==> config.mk <==
export PLATFORM = sky130hd
export DESIGN_NAME = marmot_sram_dbg_reader
export DESIGN_NICKNAME = d
export VERILOG_FILES = /design/src/rtl/marmot_sram_dbg_reader.sv
export SDC_FILE = /design/constraint.sdc
export NUM_CORES = 1
export LEC_CHECK = 0
export ABC_AREA = 1
export ABC_CLOCK_PERIOD_IN_PS = 3280
export CAP_MARGIN = 20
export CORE_AREA = 4 4 144 146
export CTS_CLUSTER_DIAMETER = 40
export DETAILED_ROUTE_END_ITERATION = 8
export DIE_AREA = 0 0 148 150
export MAX_ROUTING_LAYER = met4
export PLACE_DENSITY = 0.62
export SYNTH_ARGS = -nofsm -noshare
export SYNTH_HDL_FRONTEND = slang
export SYNTH_SLANG_ARGS = --single-unit
==> constraint.sdc <==
create_clock -name clk -period 3.28 [get_ports clk]
set_clock_uncertainty 0.05 [all_clocks]
set_input_delay 0.82 -clock clk [delete_from_list [all_inputs] [get_ports clk]]
set_output_delay 0.82 -clock clk [all_outputs]
set_load 0.03 [all_outputs]
==> src/rtl/marmot_sram_dbg_reader.sv <==
// ============================================================================
// marmot_sram_dbg_reader : Wishbone debug reader for cache SRAM port 1
// Revision: 1.0
// ============================================================================
`default_nettype none

module marmot_sram_dbg_reader #(
  parameter logic [31:0] BASE_ADDR  = 32'h3000_0000,
  parameter int          REGION_LSB = 16,
  parameter int          NUM_BANKS  = 8,
  parameter int          BANK_W     = 3,
  parameter int          DATA_W     = 32,
  parameter int          ADDR_W     = 9,
  parameter int          READ_LAT   = 1
) (
  input  logic                        clk,
  input  logic                        rst_n,
  input  logic                        dbg_en,
  input  logic                        wbs_cyc_i,
  input  logic                        wbs_stb_i,
  input  logic                        wbs_we_i,
  input  logic [3:0]                  wbs_sel_i,
  input  logic [31:0]                 wbs_adr_i,
  input  logic [31:0]                 wbs_dat_i,
  output logic                        wbs_ack_o,
  output logic [31:0]                 wbs_dat_o,
  output logic [NUM_BANKS-1:0]        ram_csb1,
  output logic [ADDR_W-1:0]           ram_addr1,
  input  logic [NUM_BANKS*DATA_W-1:0] ram_rdata1
);

  localparam int ROW_LSB  = (DATA_W == 64) ? 3 : 2;
  localparam int BANK_LSB = ROW_LSB + ADDR_W;
  localparam int CNT_W    = (READ_LAT > 1) ? $clog2(READ_LAT) : 1;
  localparam logic [BANK_W:0] BANK_LIMIT = (BANK_W+1)'(NUM_BANKS);

  typedef enum logic [1:0] {IDLE, ISSUE, WAIT, ACK} state_t;

  state_t               state, state_nxt;
  logic                 ack_nxt;
  logic [31:0]          dat_nxt;
  logic [NUM_BANKS-1:0] csb_nxt;
  logic [ADDR_W-1:0]    addr_nxt;
  logic [CNT_W-1:0]     cnt, cnt_nxt;
  logic [BANK_W-1:0]    bank, bank_nxt;
  logic                 half, half_nxt;

  logic                 hit, bank_ok, req_half;
  logic [BANK_W-1:0]    req_bank;
  logic [ADDR_W-1:0]    req_row;
  logic [DATA_W-1:0]    rd_word;
  logic [63:0]          rd_word64;
  logic [31:0]          rd_slice;
  logic                 unused_bits;

  assign hit      = (wbs_adr_i[31:REGION_LSB] == BASE_ADDR[31:REGION_LSB]);
  assign req_row  = wbs_adr_i[ROW_LSB +: ADDR_W];
  assign req_bank = wbs_adr_i[BANK_LSB +: BANK_W];
  assign req_half = (DATA_W == 64) && wbs_adr_i[2];
  assign bank_ok  = ({1'b0, req_bank} < BANK_LIMIT);

  assign unused_bits = ^{wbs_sel_i, wbs_dat_i, wbs_adr_i};

  // Bank mux on the latched bank; half is only ever set for 64-bit macros.
  always_comb begin
    rd_word = '0;
    for (int b = 0; b < NUM_BANKS; b++) begin
      if (bank == BANK_W'(b)) rd_word = ram_rdata1[b*DATA_W +: DATA_W];
    end
  end

  assign rd_word64 = 64'(rd_word);
  assign rd_slice  = half ? rd_word64[63:32] : rd_word64[31:0];

  always_ff @(posedge clk or negedge rst_n) begin
    if (!rst_n) begin
      state     <= IDLE;
      wbs_ack_o <= 1'b0;
      wbs_dat_o <= '0;
      ram_csb1  <= '1;
      ram_addr1 <= '0;
      cnt       <= '0;
      bank      <= '0;
      half      <= 1'b0;
    end else begin
      state     <= state_nxt;
      wbs_ack_o <= ack_nxt;
      wbs_dat_o <= dat_nxt;
      ram_csb1  <= csb_nxt;
      ram_addr1 <= addr_nxt;
      cnt       <= cnt_nxt;
      bank      <= bank_nxt;
      half      <= half_nxt;
    end
  end

  always_comb begin
    state_nxt = state;
    ack_nxt   = 1'b0;
    dat_nxt   = '0;
    csb_nxt   = '1;
    addr_nxt  = ram_addr1;
    cnt_nxt   = cnt;
    bank_nxt  = bank;
    half_nxt  = half;
    case (state)
      IDLE: begin
        if (wbs_cyc_i && wbs_stb_i && hit) begin
          if (!wbs_we_i && dbg_en && bank_ok) begin
            state_nxt = ISSUE;
            addr_nxt  = req_row;
            bank_nxt  = req_bank;
            half_nxt  = req_half;
            for (int b = 0; b < NUM_BANKS; b++) begin
              if (req_bank == BANK_W'(b)) csb_nxt[b] = 1'b0;
            end
          end else begin
            // Writes, disabled or out-of-range accesses complete with zero data.
            state_nxt = ACK;
            ack_nxt   = 1'b1;
          end
        end
      end
      ISSUE: begin
        if (!wbs_cyc_i) begin
          state_nxt = IDLE;
        end else begin
          state_nxt = WAIT;
          cnt_nxt   = CNT_W'(READ_LAT - 1);
        end
      end
      WAIT: begin
        if (!wbs_cyc_i) begin
          state_nxt = IDLE;
        end else if (cnt == '0) begin
          state_nxt = ACK;
          ack_nxt   = 1'b1;
          dat_nxt   = rd_slice;
        end else begin
          cnt_nxt = cnt - CNT_W'(1);
        end
      end
      ACK: state_nxt = IDLE;
      default: state_nxt = IDLE;
    endcase
  end

endmodule

`default_nettype wire
=== Yosys cells after proc, flatten, opt, wreduce, memory -nomap -nowiden ===
Cells that the tools add are included.
Widths: inputs -> output; s select.

* Input bits: 330
* Word-level logic and storage cells: 78
* Flip-flop bits (word level): 56
* Output and inout bits: 50

* $add $sub $neg: 1
* Equality and inequality tests: 22
* Reduce and logical (&&, ||, !) cells: 11
* Muxes and demuxes: 37

{| class="wikitable"
|+ Operators by type and width
! cell !! number
|-
| $mux 32 || 11
|-
| $eq 3x3->1 const B || 8
|-
| $mux 8 || 3
|-
| $eq 16x14->1 const B || 1
|-
| $mux 1 || 15
|-
| $eq 3x2->1 const B || 4
|-
| $mux 2 || 5
|-
| $pmux 2 s4 || 1
|-
| $eq 3x1->1 const B || 2
|-
| $logic_not 3->1 || 2
|-
| $ne 2x2->1 const B || 3
|-
| $reduce_and 3->1 || 2
|-
| $eq 2x2->1 const B || 2
|-
| $pmux 1 s2 || 2
|-
| $logic_and 1x1->1 || 3
|-
| $ne 3x3->1 const B || 1
|-
| $eq 2x1->1 const B || 1
|-
| $logic_not 2->1 || 1
|-
| $reduce_and 2->1 || 1
|-
| $reduce_bool 2->1 || 1
|-
| $logic_not 1->1 || 1
|-
| $sub 1x1->1 const B || 1
|}

=== Depth between registers and ports, before layout ===
Gate-level depths: netlist of run 1.

* Depth in word-level cells: 12
* Mapped depth: 12

=== Least setup slack after synthesis of run 1 ===
OpenSTA, ideal clock, no wires.

* Kind: input port to flip-flop
* Start point: input wbs_adr_i[27]
* End point: register ram_addr1[0]
* Slack: 1475 ps
* Path buffers: 1
* Setup time: 130 ps
* Arrival: 1624 ps
* Cell stages on the path: 7
* Cell sequence: nor2_1 nand2_1 nor2_1 nand4_2 clkbuf_1 nand2_1 o21ai_1

* Cells in the longest elaborated chain, start to end: 3

{| class="wikitable"
|+ Ends and longest elaborated chain
! item !! line !! source
|-
| start, declared || 23 || <nowiki>input logic [31:0] wbs_adr_i,</nowiki>
|-
| $eq 16x14->1 || 56 || <nowiki>assign hit = (wbs_adr_i[31:REGION_LSB] == BASE_ADDR[31:REGION_LSB]);</nowiki>
|-
| $logic_and 1x1->1 || 108 || <nowiki>if (wbs_cyc_i && wbs_stb_i && hit) begin</nowiki>
|-
| $reduce_and 3->1 (no line) || - ||
|-
| end signal, assigned || 90 || <nowiki>ram_addr1 <= addr_nxt;</nowiki>
|-
| end, declared || 28 || <nowiki>output logic [ADDR_W-1:0] ram_addr1,</nowiki>
|}

No other way between the ends.
A chain may end at the register's enable or synchronous reset.

=== Worst setup path in the final report of run 1 ===
* Start point: register ram_csb1[7]
* End point: output ram_csb1[7]

{| class="wikitable"
|+ RTL lines
! item !! line !! source
|-
| start, declared || 27 || <nowiki>output logic [NUM_BANKS-1:0] ram_csb1,</nowiki>
|-
| start signal, assigned || 89 || <nowiki>ram_csb1 <= csb_nxt;</nowiki>
|}

No word-level cell between the ends.

==> impl_results.md, run 1 <==
* Status: complete, no violations
* DP Cell Count at 1246
* Worst min-delay path class: reg -> reg
* # IOs at 380
* Final-report hold violation count at 0
* Largest net degree at the start of global routing at 36
* CP top delay family: buffers and inverters
* Initial Utilization at 0.2107
* Number of max-cap violations at 0
* CTS Buf Count at 5
* Synth-to-layout area growth at 91.98%
* Mapped Area at between 4000 and 5000 µm²
* Max incr delay on CP at ~0.67 ns
* Ant. Diodes at 0
* H-tree depth reported by CTS at 2
* Max Slew Vio Count at 0
* Post-DP HPWL at 15200 µm
* Min Hold Slack at ~0.45 ns
* Initial antenna violation count at 0
* DR pass1 iterations at 6
* Avg WL per Cell at approximately 16 µm
* Setup crit start: ram_csb1[7]
* CP Capture Type: primary output
* Final nets at between 1k and 1.5k
* Core Box Area at a little under 20000 µm²
* Leakage at between 0.003 and 0.004 µW
* Die ar. at around 22000 µm²
* Via density at approximately 4.2
* Crit Path Class: reg -> out
* Data arrival, critical path at 1.49 ns
* Final setup fails at 0
* FF+latch count, synth at 55
* RSZ-0062 raised after global routing: false
* Worst-path maximum fanout at 1
* Max Root-Sink Buffers at 2
* Total GRT Usage at 0.1734
* R2r endpoint: wbs_dat_o[31]
* CTS tree: done
* First-pass GRT wire length at between 20000 and 30000 µm
* GRT overflow at 0
* Required @ worst endpoint at ~2.4 ns
* Post-CTS setup buffers at 0
* Root Driver: clkbuf_16
* Antenna-violating nets left at 0
* Clk_lat worst skew at 0.30 ns
* CP endpoint: ram_csb1[7]
* Synth Net Count at around 1000
* Drt initial violations at roughly 230
* Worst slew pin tran at 0.7636 ns
* Vias after detailed routing at 5275
* Routability Congestion at between 0.8 and 0.9
* Power Density at 209.7 nW/µm²
* Syn Area/Cell at 6.127 µm²
* Crit path buf inv count at 1
* # clock sinks at between 50 and 60
* Netlist cell types at 25
* Post-Layout Cell Count at roughly 1.3k
* Setup_tns at 0 ns
* Num rows at 51
* Final min period at ~2.4 ns
* Port-buffer cells at around 340
* Tcrit/Tclk final at 0.7191
* Warnings from Yosys at 0
* Synth Instances at ~670
* Critical Path Source Type: register
* Register area share after synthesis at 0.3393
* Layout cell share with drive strength beyond 1 at 0.06370
* Cell breakdown of the critical path: clkdlybuf4s50_1
* Peak VDD IR at 0.0001706 V
* Routed WL at about 20000 µm
* Slew Limit Headroom at 0.4902
* Max stage delay cell, worst path: clkdlybuf4s50_1
* Clk slew on worst S/H paths at about 0.08 ns
* Cts repair resizes at 0
* Reg2reg start: bank[1]
* Flop2flop setup slack at approximately 1.1 ns
* Die Y at 150 µm
* Hold_buf cts at 0
* WP depth at 1
* Number of global-route vias before repair at approximately 5.1k
* DRC Markers at 0
* Fmax at roughly 0.42 GHz
* Die Wd at between 100 and 150 µm
* Reg2reg path depth at 8
[power breakdown]
group / switching (µW) / internal [µW] / total, µW
registers: 0.0112 / 678 / 678
logic: 89.5 / 317 / 407
clock network: 272 / 288 / 560
total: 362 / 1280 / 1640
[placed cells by master, fill, tap and decap left out, types with 9 or more instances in the layout]
master	synthesis	routed
nand3_1	44	44
o21ai_0	9	9
inv_1	85	85
nand2_1	210	210
clkdlybuf4s50_1	0	338
o21ai_1	11	11
dfrtp_1	47	47
a21oi_1	43	43
nand4_1	30	30
nor2_1	105	105
nor2_2	21	21
[cell usage after synthesis]
master / instances / area, µm²
nor3_2: 2 / 20.02
or2_1: 1 / 6.260
o21ai_0: 9 / 45.04
nor3_4: 2 / 32.53
dfstp_2: 8 / 210.2
nor2_1: 105 / 394.1
inv_2: 5 / 18.77
o21ai_1: 11 / 55.05
inv_4: 3 / 18.77
nand4_1: 30 / 187.7
buf_2: 12 / 60.06
nor3_1: 2 / 10.01
inv_1: 85 / 319.1
a21oi_1: 43 / 215.2
nor2_2: 21 / 131.4
and3_1: 1 / 6.260
nand3_1: 44 / 220.2
buf_4: 3 / 22.52
clkbuf_1: 12 / 45.04
nand4_2: 1 / 12.51
nand2_1: 210 / 788.3
dfrtp_1: 47 / 1176
buf_6: 5 / 56.30
or2_2: 4 / 25.02
nand3_2: 1 / 10.01
[routing by layer]
metal | global-route usage | up-vias | part of all wire
li1 | - | 2709 | -
met1 | 0.1997 | 2310 | 0.39
met2 | 0.3090 | 235 | 0.51
met3 | 0.03695 | 21 | 0.076
met4 | 0.04203 | 0 | 0.017
met5 | - | - | 0
[per-stage QoR]
step | power (µW) | area, µm² | utilization | worst slack, ns
final | 1645 | 7845 | 0.4044 | 0.9214
after global routing | 1723 | 7845 | 0.4044 | 0.8760
after CTS | 1678 | 7845 | 0.4044 | 0.9028
after detailed placement | 1099 | 7699 | 0.3969 | 0.8365
after global placement | 1096 | 7699 | 0.3969 | 0.8525
after floorplan | 731.9 | 4086 | - | 1.475
[registers in the layout, indices dropped and copies added (netlist names)]
signal / count
wbs_dat_o: 32
ram_addr1: 9
ram_csb1: 8
bank: 3
state: 2
wbs_ack_o: 1
[cell type report]
cell class              instances  area, µm²
clock buffers                   6      128.9
clock inverters                 2      17.52
fillers                      2104      11550
inverters                      93      356.6
multi-input cells             487       2171
flip-flops and latches         55       1386
well taps                     265      331.6
repair buffers                346       3453
[worst min-delay path by stage]
stage	startpoint	endpoint	cells past startpoint
6_report	ram_addr1[6]	ram_addr1[6]	2
3_3_place_gp	ram_addr1[6]	ram_addr1[6]	2
5_1_grt	ram_addr1[6]	ram_addr1[6]	2
2_1_floorplan	state[0]	state[1]	2
4_1_cts	ram_addr1[6]	ram_addr1[6]	2
3_5_place_dp	ram_addr1[6]	ram_addr1[6]	2
[kinds of logic after synthesis]
kind of cell | Yosys count | synth area share
and+or+nand+nor | 424 | 0.4513
buffers and inverters | 125 | 0.1323
AOI/OAI and AO/OA | 63 | 0.07716
DFF | 55 | 0.3393
No activity file was read; power rests on OpenSTA's default activity.
==> run 2: changes to the inputs <==
ABC_CLOCK_PERIOD_IN_PS = 2300   (was 3280)
CORE_AREA = 4 4 147 149   (was 4 4 144 146)
DIE_AREA = 0 0 151 153   (was 0 0 148 150)
PLACE_DENSITY = 0.6   (was 0.62)
clock period = 2.3 ns   (was 3.28 ns; I/O delays follow)
==> run 2 against run 1 <==
  * Power increased by 45%
  * Clock-buffer cell count decreased by 1
  * Sequential power increased by 43%
  * Cell count increased by 1.6%
  * Flip-flop and latch count unchanged
  * Critical path depth unchanged
  * First-iteration DRC count decreased by 51%
  * Global-route usage increased by 0.17 points
  * Combinational power increased by 43%
  * Largest power group unchanged
==> impl_results.md, run 2 (same netlist as run 1, synthesis figures left out) <==
* Setup_tns at 0 ns (unchanged)
* Max reg flops at 32 (unchanged)
* Initial Utilization at 0.2026 (was 0.2107)
* Final min period at ~2.1 ns
* Worst-path maximum fanout at 1 (unchanged)
* Flop2flop setup slack at 0.40 ns (was 1.10 ns)
* Tcrit/Tclk final at 0.9268
* Worst min-delay path class: in -> async (was reg -> reg)
* Post-DP Area at 7855 µm² (was 7699 µm²)
* Routed WL at 20640 µm (was 19720 µm)
* Vias after detailed routing at 5331 (was 5275)
* Fill cell count at 2128 (was 2104)
* Peak VDD IR at 0.0002684 V (was 0.0001706 V)
* Final setup fails at 0 (unchanged)
* Final nets at 1333 (was 1318)
* CP top delay family: buffers and inverters (unchanged)
* GRT overflow at 0 (unchanged)
* CP Capture Type: primary output (unchanged)
* DR pass1 iterations at 4 (was 6)
* RSZ-0062 raised after global routing: false (unchanged)
* Data arrival, critical path at 1.51 ns (was 1.49 ns)
* Leakage at 0.003758 µW (was 0.003663 µW)
* Synth-to-layout area growth at 96.11% (was 91.98%)
* Initial antenna violation count at 0 (unchanged)
* Port-buffer cells at 339 (unchanged)
* First-pass GRT wire length at 29840 µm (was 28750 µm)
* Crit Path Class: reg -> out (unchanged)
* Crit path buf inv count at 1 (unchanged)
* Number of max-cap violations at 0 (unchanged)
* Die Y at 153 µm (was 150 µm)
* Slew Limit Headroom at 0.5297 (was 0.4902)
* CTS tree: done (unchanged)
* Clk_lat worst skew at 0.30 ns (about the same)
* Worst slew pin tran at 0.7044 ns (was 0.7636 ns)
* Cts repair resizes at 0 (unchanged)
* Num rows at 52 (was 51)
* Regs by FF count: wbs_dat_o (32), ram_addr1 (9), ram_csb1 (8) (unchanged)
* Die ar. at 23100 µm² (was 22200 µm²)
* Post-DP HPWL at 16730 µm (was 15200 µm)
* Most common cell after layout, fill and taps aside: clkdlybuf4s50_1 (unchanged)
* Max incr delay on CP at 0.68 ns (was 0.67 ns)
* Clk slew on worst S/H paths at 0.09 ns (was 0.08 ns)
* Reg2reg start: bank[0] (was bank[1])
* Final core occ at 0.3973 (was 0.4044)
* Cell breakdown of the critical path: clkdlybuf4s50_1 (unchanged)
* Hold_buf cts at 0 (unchanged)
* # IOs at 380 (unchanged)
* DRC Markers at 0 (unchanged)
* # clock sinks at 55 (unchanged)
* Commonest cells after routing, fill and taps aside: 338 x clkdlybuf4s50_1, 210 x nand2_1, 105 x nor2_1 (unchanged)
* Power Density at 298.1 nW/µm² (was 209.7 nW/µm²)
* Fmax at 0.4691 GHz
* R2r endpoint: wbs_dat_o[7] (was wbs_dat_o[31])
* Critical Path Source Type: register (unchanged)
* Reg2reg path depth at 9 (was 8)
* Root Driver: clkbuf_16 (unchanged)
* Total GRT Usage at 0.1751 (was 0.1734)
* Drt initial violations at 113 (was 231)
* Max Slew Vio Count at 0 (unchanged)
* Post-CTS setup buffers at 0 (unchanged)
* Ant. Diodes at 0 (unchanged)
* Largest net degree at the start of global routing at 37 (was 36)
* Die Wd at 151 µm (was 148 µm)
* Core Box Area at 20170 µm² (was 19400 µm²)
* CTS Buf Count at 5 (unchanged)
* Via density at 4.184 (was 4.207)
* Antenna-violating nets left at 0 (unchanged)
* Status: complete, no violations (unchanged)
* Layout cell share with drive strength beyond 1 at 0.07869 (was 0.06370)
* Required @ worst endpoint at 1.67 ns (was 2.41 ns)
* Biggest register: wbs_dat_o (unchanged)
* Max Root-Sink Buffers at 2 (unchanged)
* Number of global-route vias before repair at 5324 (was 5149)
* Routability Congestion at 0.8471 (was 0.8433)
* H-tree depth reported by CTS at 2 (unchanged)
* Final-report hold violation count at 0 (unchanged)
* Avg WL per Cell at 16.20 µm (was 15.72 µm)
* Max stage delay cell, worst path: clkdlybuf4s50_1 (unchanged)
* Final instance area at 8014 µm² (was 7845 µm²)
-- run 2: layer usage --
layer	wire [µm]	GRT usage
met4	408	0.04231
met3	1508	0.03731
met5	0	-
met1	8297	0.1983
met2	10430	0.3124
-- run 2: cell type report --
type,count,area [µm²],share of cell area
clock buffer,5,125.1,0.01561
tap,270,337.8,0.04215
inverter,93,356.6,0.04450
clock inverter,3,33.78,0.004215
timing repair buffer,361,3603,0.4496
sequential,55,1386,0.1730
multi-input combinational,487,2171,0.2709
-- run 2: how the worst max path moves through the flow --
stage | startpoint | slack (ns) | endpoint | depth (start not counted)
final | ram_csb1[4] | 0.17 | ram_csb1[4] | 1
after floorplan | wbs_adr_i[27] | 0.74 | ram_addr1[0] | 7
after detailed placement | wbs_cyc_i | 0.11 | ram_csb1[6] | 7
after CTS | ram_csb1[3] | 0.14 | ram_csb1[3] | 1
after global placement | wbs_cyc_i | 0.14 | ram_csb1[6] | 7
after global routing | ram_csb1[3] | 0.11 | ram_csb1[3] | 1
-- run 2: through the flow --
stage	power, µW	std cells	setup slack, ns	hold slack, ns
floorplan	1044	667	0.7402	0.2294
global placement	1570	1266	0.1425	0.4248
detailed placement	1573	1266	0.1096	0.4311
CTS	2442	1274	0.1404	0.2034
global route	2516	1274	0.1133	0.2298
finish	2389	1274	0.1684	0.1904
-- run 2: report_power, final --
group | switching (µW) | leakage, µW | total [µW] | internal [µW]
Combinational | 131 | 0.00294 | 584 | 453
Clock | 417 | 0.0000772 | 838 | 421
Sequential | 0.0114 | 0.000736 | 967 | 967
Total | 548 | 0.00376 | 2390 | 1840
